$ cat src/rtl/seq_detector.sv
// Serial pattern detector: programmable pattern/length with overlapping or non-overlapping matching.
// Build option: define SEQ_DET_COUNT_EN to include the saturating match counter and its clr input.
module seq_detector #(
    parameter int unsigned PAT_W = 8,
    parameter int unsigned CNT_W = 8,
    parameter int unsigned LEN_W = 6
) (
    input  logic             clk,
    input  logic             rst_n,
    input  logic             din,
    input  logic             din_valid,
    input  logic             cfg_load,
    input  logic [PAT_W-1:0] pat,
    input  logic [LEN_W-1:0] pat_len,
    input  logic             overlap_en,
    input  logic             clr,
    output logic             detect,
    output logic             armed,
    output logic [CNT_W-1:0] match_count
);

    localparam int unsigned FILL_W = $clog2(PAT_W + 1);

    typedef enum logic [1:0] {
        IDLE  = 2'd0,
        FILL  = 2'd1,
        ARMED = 2'd2
    } state_e;

    state_e             state_q, state_d;
    logic [PAT_W-1:0]   hist_q, hist_d;
    logic [FILL_W-1:0]  fill_q, fill_d;
    logic [PAT_W-1:0]   pat_q, pat_d;
    logic [LEN_W-1:0]   len_q, len_d;
    logic               detect_q, detect_d;
    logic               armed_q, armed_d;

    logic [PAT_W-1:0]   len_mask;
    logic [PAT_W-1:0]   hist_shift;
    logic [FILL_W-1:0]  fill_inc;
    logic               accept;
    logic               len_ok;
    logic               fill_enough;
    logic               match;

    // Bit i is compared only when it lies inside the active pattern length.
    always_comb begin
        len_mask = '0;
        for (int unsigned i = 0; i < PAT_W; i++) begin
            len_mask[i] = (i < 32'(len_q));
        end
    end

    assign accept      = din_valid && !cfg_load && (state_q != IDLE);
    assign len_ok      = (pat_len != '0) && (32'(pat_len) <= PAT_W);
    assign hist_shift  = {hist_q[PAT_W-2:0], din};
    assign fill_inc    = (32'(fill_q) >= PAT_W) ? fill_q : fill_q + FILL_W'(1);
    assign fill_enough = (32'(fill_q) + 32'd1) >= 32'(len_q);
    assign match       = accept && fill_enough &&
                         ((hist_shift & len_mask) == (pat_q & len_mask));

    always_comb begin
        state_d  = state_q;
        hist_d   = hist_q;
        fill_d   = fill_q;
        pat_d    = pat_q;
        len_d    = len_q;
        detect_d = 1'b0;

        if (cfg_load) begin
            pat_d   = pat;
            len_d   = pat_len;
            hist_d  = '0;
            fill_d  = '0;
            state_d = len_ok ? FILL : IDLE;
        end else if (accept) begin
            hist_d   = hist_shift;
            detect_d = match;
            if (match && !overlap_en) begin
                // Non-overlapping: the next match must be built from fresh bits.
                fill_d  = '0;
                state_d = FILL;
            end else begin
                fill_d  = fill_inc;
                state_d = ((32'(fill_inc) + 32'd1) >= 32'(len_q)) ? ARMED : FILL;
            end
        end

        armed_d = (state_d == ARMED);
    end

    always_ff @(posedge clk or negedge rst_n) begin
        if (!rst_n) begin
            state_q  <= IDLE;
            hist_q   <= '0;
            fill_q   <= '0;
            pat_q    <= '0;
            len_q    <= '0;
            detect_q <= 1'b0;
            armed_q  <= 1'b0;
        end else begin
            state_q  <= state_d;
            hist_q   <= hist_d;
            fill_q   <= fill_d;
            pat_q    <= pat_d;
            len_q    <= len_d;
            detect_q <= detect_d;
            armed_q  <= armed_d;
        end
    end

    assign detect = detect_q;
    assign armed  = armed_q;

`ifdef SEQ_DET_COUNT_EN
    logic [CNT_W-1:0] cnt_q, cnt_d;

    // clr wins over a coincident match; the count sticks at all-ones.
    always_comb begin
        cnt_d = cnt_q;
        if (clr) begin
            cnt_d = '0;
        end else if (match && (cnt_q != {CNT_W{1'b1}})) begin
            cnt_d = cnt_q + CNT_W'(1);
        end
    end

    always_ff @(posedge clk or negedge rst_n) begin
        if (!rst_n) begin
            cnt_q <= '0;
        end else begin
            cnt_q <= cnt_d;
        end
    end

    assign match_count = cnt_q;
`else
    logic unused_clr;
    assign unused_clr  = clr;
    assign match_count = '0;
`endif

endmodule

$ cat config.mk
export PLATFORM = sky130hd
export DESIGN_NAME = seq_detector
export DESIGN_NICKNAME = d
export VERILOG_FILES = /design/src/rtl/seq_detector.sv
export SDC_FILE = /design/constraint.sdc
export NUM_CORES = 1
export LEC_CHECK = 0
export ABC_AREA = 0
export BUFFER_PORTS_ARGS = -buffer_cell sky130_fd_sc_hd__buf_4
export CAP_MARGIN = 10
export CORE_MARGIN = 8
export CORE_UTILIZATION = 60
export DETAILED_ROUTE_END_ITERATION = 8
export HOLD_SLACK_MARGIN = 0.08
export PLACE_DENSITY = 0.88
export SYNTH_ARGS = -nofsm -noshare
export SYNTH_HDL_FRONTEND = slang
export SYNTH_SLANG_ARGS = --single-unit
$ cat constraint.sdc
create_clock -name clk -period 4.2 [get_ports clk]
set_clock_uncertainty 0.15 [all_clocks]
set_input_delay 0.63 -clock clk [delete_from_list [all_inputs] [get_ports clk]]
set_output_delay 0.63 -clock clk [all_outputs]
set_load 0.03 [all_outputs]
==> impl_metrics.ini, run 1 <==
[power_and_ir_drop]
power.leakage_uw = 0.000978
totalPowerFinal_uw = 611
vdd_drop_max_v = 0.000295
power_density_nw_per_um2 = 308

[sta]
drv_slew = 0
tightest_slew_ns = 1.05
setup_tns_ns = 0
rsz0062_at_grt = false
finalCritPeriodShare = 0.715
hold_viol_final = 0
period_minus_slack_ns = 3.00
max_freq_ghz = 0.333
fin_ws_ns = 1.20
setup_viol = 0
slew_headroom = 0.300

[critical_path]
critPathCaptureType = flip-flop
reg2regPathDepth = 11
reg2reg_from = fill_q[0]
cp_max_fo = 9
worst_setup_path_start_kind = flip-flop
reg2reg_slack_ns = 1.20
worstPathArrival_ns = 3.07
regToRegEndpoint = state_q[0]
worstSetupPathType = flip-flop to flip-flop
cp.required_ns = 4.27
setup.worst_path.start = fill_q[0]

[cts]
clkLatencyLatePin_ns = 0.33
path_clk_slew_ns = 0.09
cts.sinks = 29
tritoncts = built
cts_max_level = 2
cts_root_buf = clkbuf_4
cts_setup_buffers = 0
ctsLongestPathBuffers = 2
cts_buffers = 5

[floorplanning]
core_um2 = 2780
initial_core_util = 0.640
pin_count = 31
die-area_um2 = 4960
chipWidth_um = 70.5
placement_rows = 19
dieHeight_um = 70.5

[detailed_routing]
drc = 0
drtIter0Drc = 73
wirelength_um = 3950
dr.pass1.iters = 4
routed-via-count = 1372
wl_per_cell_um = 17.7
antenna_left = 0
viasPerCell = 6.15

[min_path]
min_to = len_q[2]
hp-class = input port to flip-flop
hold_depth = 3
min-delay-start = pat_len[2]

[logic_synthesis]
synth_edf_count = 0
synthCells = 171
yosysWarnings = 0
synth-seq-cells = 29
ys.flop_type = dfrtp_1
ys_async_sr_fraction = 1.00
synth_cell_types = 40
avgSynthCellArea_um2 = 10.4
syn-cell-area_um2 = 1780
synth-seq-area-share = 0.408

[placement]
globalplace.congestion = 0.841
portBuffers = 21
dp.cells = 215
place_area_um2 = 1920
hpwl_um = 2960
preCtsSetupSlack_ns = 1.22

[finish]
finalNonFillerCells = 223
final_cell_mix = 29 x dfrtp_1, 21 x buf_4, 13 x ha_1
fin_nets = 226
fin_area_um2 = 1980
diodes = 0
drive_above_1_share = 0.245
layout_commonest_cell = dfrtp_1
area_delta_synth_final_pct = 11.3

[flow_run]
max_cap_viol_count = 0

[global_routing]
grt_pass1_vias = 1539
track_usage = 0.165
antenna_found_initial = 0
grt_pass1_wl_um = 6840
gr-total-overflow = 0
grt_start_max_net_pins = 30

[outcome]
status = complete, no violations
## sequential cells by signal, indices dropped and copies added, names as in the netlist
register	count
armed	1
detect	1
fill_q	4
hist_q	7
len_q	6
pat_q	8
state_q	2
## worst max path at each step
stage / endpoint / slack (ns) / cells after the start
4_1_cts: state_q[0] / 1.21 / 11
3_3_place_gp: state_q[0] / 1.32 / 11
5_1_grt: state_q[0] / 1.04 / 11
2_1_floorplan: state_q[0] / 1.34 / 12
3_5_place_dp: state_q[0] / 1.22 / 11
6_report: state_q[0] / 1.20 / 11
## routing by layer
metal  up-vias  global-route usage  wire, um
met1       674               0.176      1600
li1        642                   -         -
met4         0              0.0603        98
met3        14              0.0466       196
met2        42               0.300      2060
met5         -                   0         0
## kinds of logic after synthesis
family          synth area share
compound gates             0.175
other cells              0.00211
mux                       0.0696
fa+ha+maj                 0.0914
simple gates               0.115
buf+inv                   0.0654
flops                      0.408
xor+xnor                  0.0738
## what timing repair did
item / in CTS / in global routing
hold buffers: 1 / 0
resized for setup: 0 / 0
endpoints found under the hold margin: 29 / 0
## power breakdown
part / internal, uW / switching [uW] / total (uW)
Sequential: 295 / 19.6 / 315
Combinational: 57.6 / 68.1 / 126
Clock: 78.9 / 91.5 / 170
Total: 432 / 179 / 611
## cells in the mapped netlist, drive strengths merged (3+ instances only)
| library cell | count | area (um2) |
|---|---|---|
| a31oi | 3 | 18.8 |
| nand3 | 3 | 20.0 |
| mux2 | 11 | 124 |
| inv | 8 | 30.0 |
| a21o | 3 | 22.5 |
| nand2 | 10 | 37.5 |
| nand2b | 3 | 18.8 |
| a21oi | 5 | 25.0 |
| ha | 13 | 163 |
| nor2 | 7 | 26.3 |
| clkbuf | 6 | 22.5 |
| a22o | 7 | 61.3 |
| dfrtp | 29 | 726 |
| nor3 | 4 | 20.0 |
| xnor2 | 9 | 78.8 |
| xor2 | 6 | 52.6 |
| o21ai | 11 | 55.1 |
| buf | 9 | 63.8 |
| a211o | 3 | 26.3 |
## critical path, stage by stage, from the launching register on
cell and delay [ns]:
dfrtp_1 0.54, inv_1 0.08, ha_1 0.35, mux2_2 0.30, ha_1 0.25, xor2_1 0.17
xnor2_1 0.14, ha_1 0.27, a21o_1 0.10, a211o_1 0.13, nand3_2 0.08, a221o_1 0.33
## through the flow
stage                     utilization  hold slack (ns)
after floorplan                     -            0.184
after global placement          0.689            0.331
after detailed placement        0.689            0.359
after CTS                       0.712            0.368
after global routing            0.712            0.367
final                           0.712            0.376
## area by class of cell
class,count,area [um2]
Fill cell,215,801
Timing Repair Buffer,22,168
Tap cell,31,38.8
Inverter,8,30.0
Sequential cell,29,726
Clock buffer,7,55.1
Multi-Input combinational cell,126,963
Note: power is estimated with default switching activity, not from simulation.
==> run 2: changes to the inputs <==
==> config.mk (replaced) <==
export PLATFORM = sky130hd
export DESIGN_NAME = seq_detector
export DESIGN_NICKNAME = d
export VERILOG_FILES = /design/src/rtl/seq_detector.sv
export SDC_FILE = /design/constraint.sdc
export NUM_CORES = 1
export LEC_CHECK = 0
export ABC_AREA = 1
export BUFFER_PORTS_ARGS = -buffer_cell sky130_fd_sc_hd__buf_4
export CAP_MARGIN = 10
export CORE_MARGIN = 8
export CORE_UTILIZATION = 50
export DETAILED_ROUTE_END_ITERATION = 8
export HOLD_SLACK_MARGIN = 0.08
export PLACE_DENSITY = 0.78
export SYNTH_ARGS = -nofsm -noshare
export SYNTH_HDL_FRONTEND = slang
export SYNTH_SLANG_ARGS = --single-unit
==> constraint.sdc (replaced) <==
create_clock -name clk -period 2.7 [get_ports clk]
set_clock_uncertainty 0.15 [all_clocks]
set_input_delay 0.405 -clock clk [delete_from_list [all_inputs] [get_ports clk]]
set_output_delay 0.405 -clock clk [all_outputs]
set_load 0.03 [all_outputs]
==> impl_metrics.ini, run 2 <==
[outcome]
status = complete, no violations

[detailed_routing]
drtIter0Drc = 80
wirelength_um = 4020
routed-via-count = 1528
dr_wl_met2_um = 2080
viasPerCell = 4.90
dr.pass1.iters = 4
maxUsedRoutingLayer = met4
dr_wl_met3_um = 167
wl_met1_um = 1670
antenna_left = 0
wl_per_cell_um = 12.9
drc = 0

[logic_synthesis]
syn-cell-area_um2 = 1820
synth_most_common_cell = nand2_1
synth_cell_types = 27
synth_area_leaders = dfrtp_1 40%, nand2_1 14%, ha_1 8.9%
ys_top_cells_by_count = 66 x nand2_1, 30 x inv_1, 29 x dfrtp_1
netlist.top_cell.by_area = dfrtp_1
synth-seq-cells = 29
ys.flop_type = dfrtp_1
yosys.area.top_type_share = 0.399
ys_async_sr_fraction = 1.00
avgSynthCellArea_um2 = 7.88
yosysWarnings = 0
synth_edf_count = 0
synthCells = 231
synth-seq-area-share = 0.399

[cts]
path_clk_slew_ns = 0.10
cts.sinks = 29
cts_root_buf = clkbuf_4
clkLatencyLatePin_ns = 0.32
cts_buffers = 5
cts_max_level = 2
ctsLongestPathBuffers = 2
tritoncts = built

[global_routing]
antenna_found_initial = 0
grt_pass1_vias = 1536
gr-total-overflow = 0
grt_start_max_net_pins = 30
track_usage = 0.135
grt_pass1_wl_um = 6500

[power_and_ir_drop]
power_density_nw_per_um2 = 476
power.leakage_uw = 0.00113
totalPowerFinal_uw = 1090
vdd_drop_max_v = 0.000348

[critical_path]
crit_top_cell = inv_1
worstPathArrival_ns = 2.71
cp.required_ns = 2.77
reg2reg_slack_ns = 0.06
reg2regPathDepth = 14
crit_cells = 14
cp_max_fo = 3
cp_top_family = adder cells
worstSetupPathType = flip-flop to flip-flop
worst_setup_path_start_kind = flip-flop
path_cells = inv_1 -> ha_4 -> nand2_1 -> o21ai_2 -> ha_1 -> inv_1 -> xor2_1 -> inv_1 -> ha_1 -> nand2_2 -> nor3_1 -> or3_4 -> nand3_2 -> a21oi_1
cpPeakStageDelay_ns = 0.40
worst-path-buf-inv = 3
slowest_stage = or3_4
critPathCaptureType = flip-flop

[finish]
regArea_um2 = 726
fin_nets = 297
drive_above_1_share = 0.269
layout_commonest_cell = nand2_1
largest_reg_flops = 8
area_delta_synth_final_pct = 25.4
largest_register = pat_q
fin_area_um2 = 2280
multi_input_area_um2 = 1060
final_cell_mix = 63 x nand2_1, 29 x dfrtp_1, 28 x inv_1
fillers = 304
diodes = 0
final_util = 0.638
top_regs = pat_q: 8 flops, hist_q: 7 flops, len_q: 6 flops

[floorplanning]
dieHeight_um = 76.3
chipWidth_um = 76.3
die-area_um2 = 5830
placement_rows = 22
pin_count = 31
initial_core_util = 0.509
core_um2 = 3580

[sta]
finalCritPeriodShare = 0.977
hold_viol_final = 0
period_minus_slack_ns = 2.64
fin_ws_ns = 0.0611
setup_viol = 0
rsz0062_at_grt = true
drv_slew = 0
hold-worst-slack_ns = 0.128
max_freq_ghz = 0.379

[placement]
preCtsSetupSlack_ns = -0.0702
globalplace.congestion = 0.831
place_area_um2 = 2030
portBuffers = 21
hpwl_um = 2820

[min_path]
hp-class = input port to flip-flop
hold_depth = 3

[flow_run]
max_cap_viol_count = 0
## run 2: kinds of logic (layout without fill, tap and decap cells)
group / Yosys count / in the layout / share of synthesized area
AOI/OAI and AO/OA: 27 / 27 / 0.0887
buffers and inverters: 44 / 70 / 0.108
DFF: 29 / 29 / 0.399
adders and majority gates: 13 / 13 / 0.0893
and+or+nand+nor: 106 / 106 / 0.260
xor gates and xnor gates: 11 / 11 / 0.0529
other: 1 / 8 / 0.00206
## run 2: report_power, final
group | switching, uW | total, uW | internal, uW | leakage [uW]
Clock | 150 | 371 | 221 | 0.0000455
Combinational | 146 | 237 | 90.9 | 0.000711
Sequential | 20.5 | 479 | 458 | 0.000379
## run 2: layout make-up
| cell class | instances | area share |
|---|---|---|
| multi-input cells | 165 | 0.466 |
| flip-flops and latches | 29 | 0.318 |
| repair buffers | 29 | 0.0981 |
| inverters | 33 | 0.0542 |
| well taps | 48 | 0.0263 |
| clock buffers | 7 | 0.0241 |
| clock inverters | 1 | 0.0132 |
## run 2: stage by stage
step / std cells / TNS, ns
after floorplan: 238 / 0
after global placement: 301 / 0
after detailed placement: 301 / -0.134
after CTS: 312 / -0.00336
after global routing: 312 / -0.112
final: 312 / 0
## run 2: what timing repair did
action | CTS | global route
hold buffers | 1 | 0
pin swaps | 2 | 10
endpoints found under the setup margin | 3 | 7
endpoints found under the hold margin | 29 | 0
buffers inserted | 2 | 0
resized for setup | 4 | 26
cloned | 0 | 0
## run 2: worst paths after layout
check	endpoint	from
min in group asynchronous	fill_q[2]	rst_n
worst max register to register	armed	fill_q[0]
worst min register to register	pat_q[4]	pat_q[4]
max in group asynchronous	hist_q[5]	rst_n
worst max-delay path	armed	fill_q[0]
worst min-delay path	len_q[0]	pat_len[0]
## run 2: routing by layer
layer | GRT usage | vias up
li1 | - | 777
met3 | 0.0413 | 11
met2 | 0.243 | 33
met5 | 0 | -
met4 | 0.0596 | 0
met1 | 0.141 | 707
## run 2: tightest hold or removal path, stage by stage
cell,delay [ns]
buf_4,0.08
nand2_1,0.04
nand2_1,0.05
